<file path="src/rtl/tick_divider.sv">
// tick_divider: programmable tick generator with double-buffered limit,
// mid-period half tick and periodic/one-shot operation.
module tick_divider #(
    parameter int unsigned WIDTH         = 32,
    parameter int unsigned DEFAULT_LIMIT = 500000
) (
    input  logic             clk,
    input  logic             rst,
    input  logic             enabled,
    input  logic             clear,
    input  logic             load,
    input  logic [WIDTH-1:0] limit_in,
    input  logic             oneshot,
    output logic             overflow,
    output logic             half,
    output logic [WIDTH-1:0] value,
    output logic             pending,
    output logic             done
);

    localparam logic [WIDTH-1:0] RST_LIMIT = WIDTH'(DEFAULT_LIMIT);

    logic [WIDTH-1:0] r_value;
    logic [WIDTH-1:0] r_active_limit;
    logic [WIDTH-1:0] r_shadow_limit;
    logic             r_pending;
    logic             r_done;

    logic [WIDTH-1:0] w_value_nxt;
    logic [WIDTH-1:0] w_active_nxt;
    logic [WIDTH-1:0] w_shadow_nxt;
    logic             w_pending_nxt;
    logic             w_done_nxt;

    logic             w_count_en;
    logic             w_wrap;
    logic             w_mid;
    logic             w_idle;
    logic             w_apply;

    // Tick decode from registered state and the live enable
    always_comb begin
        w_count_en = enabled & ~r_done;
        w_wrap     = w_count_en & (r_value == r_active_limit);
        w_mid      = w_count_en & (r_value == (r_active_limit >> 1));
        w_idle     = (r_value == '0) & ~enabled;
        // Safe points to swap in a new limit: never mid-period
        w_apply    = w_wrap | clear | w_idle;
    end

    // Next-state for counter, done flag and the two limit registers
    always_comb begin
        w_value_nxt   = r_value;
        w_done_nxt    = r_done;
        w_active_nxt  = r_active_limit;
        w_shadow_nxt  = r_shadow_limit;
        w_pending_nxt = r_pending;

        if (clear) begin
            w_value_nxt = '0;
            w_done_nxt  = 1'b0;
        end else if (w_count_en) begin
            if (w_wrap) begin
                w_value_nxt = '0;
                if (oneshot) begin
                    w_done_nxt = 1'b1;
                end
            end else begin
                w_value_nxt = r_value + WIDTH'(1);
            end
        end

        if (load) begin
            w_shadow_nxt = limit_in;
            if (w_apply) begin
                // Load at a safe point bypasses the shadow stage
                w_active_nxt  = limit_in;
                w_pending_nxt = 1'b0;
            end else begin
                w_pending_nxt = 1'b1;
            end
        end else if (w_apply && r_pending) begin
            w_active_nxt  = r_shadow_limit;
            w_pending_nxt = 1'b0;
        end
    end

    // State registers with synchronous reset
    always_ff @(posedge clk) begin
        if (rst) begin
            r_value        <= '0;
            r_active_limit <= RST_LIMIT;
            r_shadow_limit <= RST_LIMIT;
            r_pending      <= 1'b0;
            r_done         <= 1'b0;
        end else begin
            r_value        <= w_value_nxt;
            r_active_limit <= w_active_nxt;
            r_shadow_limit <= w_shadow_nxt;
            r_pending      <= w_pending_nxt;
            r_done         <= w_done_nxt;
        end
    end

    // Ticks are suppressed while reset is held
    assign overflow = w_wrap & ~rst;
    assign half     = w_mid & ~rst;
    assign value    = r_value;
    assign pending  = r_pending;
    assign done     = r_done;

endmodule
</file>
<file path="config.mk">
export PLATFORM = sky130hd
export DESIGN_NAME = tick_divider
export DESIGN_NICKNAME = d
export VERILOG_FILES = /design/src/rtl/tick_divider.sv
export SDC_FILE = /design/constraint.sdc
export NUM_CORES = 1
export LEC_CHECK = 0
export BUFFER_PORTS_ARGS = -buffer_cell sky130_fd_sc_hd__buf_4
export CORE_MARGIN = 5
export CORE_UTILIZATION = 58
export CTS_CLUSTER_DIAMETER = 40
export DETAILED_ROUTE_END_ITERATION = 6
export PLACE_DENSITY = 0.8
export SLEW_MARGIN = 20
export SYNTH_ARGS = -nofsm -noshare
export SYNTH_HDL_FRONTEND = slang
export SYNTH_SLANG_ARGS = --single-unit
</file>
<file path="constraint.sdc">
create_clock -name clk -period 2.43 [get_ports clk]
set_input_delay 0.486 -clock clk [delete_from_list [all_inputs] [get_ports clk]]
set_output_delay 0.486 -clock clk [all_outputs]
set_load 0.1 [all_outputs]
</file>
==> flow_metrics.py <==
metrics = {
    "place": {
        "dp_hpwl_um": 12400,
        "placed_area_um2": 6450,
        "io_buffers": 73,
        "gp_congestion": 0.971,
    },
    "timing": {
        "max_slew_margin_pct": 68.9,
        "tightestPinTransition_ns": 0.465,
        "drv_slew": 0,
        "fmax_mhz": 400,
        "hold_violations": 0,
        "setup_tns_ns": -0.125,
        "setup_violations": 2,
        "fin_ws_ns": -0.0729,
        "grt_setup_unrepaired": "yes",
        "period_needed_ns": 2.50,
        "period_share_pct": 103,
        "fin_skew_ns": 0.00814,
    },
    "yosys": {
        "synth_commonest_cells": "98 x dfxtp_1, 88 x nor2_1, 76 x xor2_1",
        "netlist_top_cells_area": "dfxtp_1 35%, xor2_1 12%, nor2_1 5.8%",
        "synth-edff-count": 0,
        "yosysWarnings": 0,
        "synth_top_area_cell": "dfxtp_1",
        "ys_ff_latch": 98,
        "synth-async-reset-ratio_pct": 0,
        "yosys.cell_count.top_type": "dfxtp_1",
        "yosys.area.top_type_share_pct": 34.6,
        "synthCells": 669,
        "syn_nets": 709,
        "synth_cell_types": 48,
        "ys_seq_area_share_pct": 34.6,
        "synthFlopType": "dfxtp_1",
        "avgSynthCellArea_um2": 8.48,
        "synth.cell_area_um2": 5670,
    },
    "die": {
        "core_um2": 9640,
        "num_rows": 36,
        "die_w_um": 109,
        "dieHeight_um": 109,
        "start_util_pct": 58.9,
        "io_pins": 74,
        "die_area_um2": 11900,
    },
    "run_status": {
        "status": "finished with violations",
        "failed_checks": "setup timing",
    },
    "global_route": {
        "antenna_found_initial": 0,
        "grt_max_degree": 41,
        "overflow": 0,
        "grt_pass1_vias": 5211,
        "grt_pass1_wl_um": 27300,
        "grt_usage_pct": 29.4,
    },
    "cells_and_area": {
        "diodes": 0,
        "final_area_um2": 6810,
        "nets": 763,
        "final_core_util_pct": 70.7,
        "drive_gt1_share_pct": 27.6,
        "area_growth_pct": 20.1,
    },
    "critical_path": {
        "critPathArrivalTime_ns": 2.02,
        "path_class": "flop to primary output",
        "path_cells": "xor2_1, nor4_2, nand4_1, nor4_4, buf_6",
        "crit_required_ns": 1.94,
        "critPathLaunchType": "flop",
        "cp_slowest_stage_delay_ns": 0.39,
        "cpMaxStageDelayCell": "dfxtp_4",
        "cp_max_fo": 5,
        "reg2reg_slack_ns": 0.26,
        "crit_path_end_kind": "primary output",
    },
    "detailed_routing": {
        "viasPerCell": 6.35,
        "drt.antenna.violating_nets": 0,
        "firstDrtPassIters": 5,
        "wl_per_cell_um": 20.0,
        "drtIter0Drc": 508,
        "wl_um": 17200,
        "drc_errors": 0,
        "vias": 5468,
    },
    "power_and_ir_drop": {
        "leakage_nw": 2.83,
        "peakVddDrop_v": 0.000305,
        "pwr_density_cell_nw_per_um2": 466,
    },
    "clocking": {
        "cts_buffer_depth": 2,
        "cts_tree": "yes",
        "path_clk_slew_ns": 0.10,
        "clock_sinks": 98,
        "numCtsBuffers": 9,
        "cts_root_buffer": "clkbuf_8",
        "clock_latency_ns": 0.37,
        "htreeDepth": 3,
    },
    "job": {
        "maxCapViolations": 0,
    },
    "worst_hold_path": {
        "hold_path_class": "primary input to flop",
    },
}
-- flip-flops by register name (all words and copies together) (netlist names) --
| name | cells |
|---|---|
| r_active_limit | 32 |
| done | 1 |
| value | 32 |
| pending | 1 |
| r_shadow_limit | 32 |
-- critical path: cells and delay by family, from the launching register on --
kind	cells	cell delay, ns
flip-flops	1	0.39
XOR/XNOR	1	0.17
buffers and inverters	1	0.27
AND/OR/NAND/NOR	3	0.82
-- layer usage --
layer	share of wire, %	routed length, um	GRT usage, %	vias up
met5	0	0	0	-
met4	2.2	383	9.92	0
met3	7.6	1310	4.85	33
met2	49	8380	49.7	288
met1	42	7170	38.1	2631
li1	-	-	-	2516
-- placed cells by master (no fill, tap or decap), drive strengths merged, types with 4 or more instances in the layout --
cell type,count
and2,5
xor2,76
o311ai,26
dfxtp,98
or3,5
nand4,43
and4,7
clkinv,4
nor2b,27
xnor2,12
and3,6
nor4,37
o2bb2ai,7
o21ai,5
a311oi,7
mux2i,32
nand3,37
nand2,27
a21oi,6
buf,114
clkbuf,11
a22oi,25
nor2,89
inv,4
-- area by class of cell --
class	count	area, um2
Multi-Input combinational cell	497	3470
Clock inverter	5	36.3
Tap cell	133	166
Timing Repair Buffer	114	888
Inverter	3	11.3
Sequential cell	98	2100
Clock buffer	11	141
Fill cell	823	2830
-- per-stage QoR --
stage               power (mW)  worst slack (ns)  hold slack (ns)  std cells
floorplan                 2.03            -0.460            0.438        669
global placement          2.18             0.181            0.455        834
detailed placement        2.19             0.153            0.460        834
CTS                       3.17           -0.0806            0.286        851
global route              3.31            -0.206            0.301        861
finish                    3.18           -0.0729            0.300        861
-- worst paths after layout --
| kind | startpoint | endpoint | depth (start not counted) |
|---|---|---|---|
| setup / recovery | value[24] | half | 5 |
| hold / removal | clear | done | 2 |
| setup reg to reg | r_active_limit[22] | r_active_limit[9] | 6 |
| hold reg to reg | r_shadow_limit[5] | r_shadow_limit[5] | 2 |
-- kinds of logic (layout without fill, tap and decap cells) --
group | count (synthesis) | in the layout | share of synthesized area (%)
xor gates and xnor gates | 88 | 88 | 13.6
DFF | 98 | 98 | 34.6
AOI/OAI and AO/OA | 83 | 83 | 11.7
and+or+nand+nor | 292 | 292 | 27.7
buffers and inverters | 74 | 133 | 6.39
adders and majority gates | 2 | 2 | 0.441
muxes | 32 | 32 | 5.65
-- repair_timing --
item | in CTS | in global routing
setup endpoints to repair | 2 | 2
resized for setup | 11 | 14
pin swaps | 6 | 10
hold endpoints to repair | 0 | 0
setup buffers | 2 | 10
hold buffers | 0 | 0
-- power breakdown --
| group | switching, mW | internal, mW | leakage [nW] | total [mW] |
|---|---|---|---|---|
| Sequential | 0.0656 | 1.64 | 0.831 | 1.71 |
| Clock | 0.589 | 0.408 | 0.0955 | 0.996 |
| Combinational | 0.270 | 0.201 | 1.90 | 0.471 |
| Total | 0.925 | 2.25 | 2.83 | 3.18 |
No activity file was read; power rests on OpenSTA's default activity.
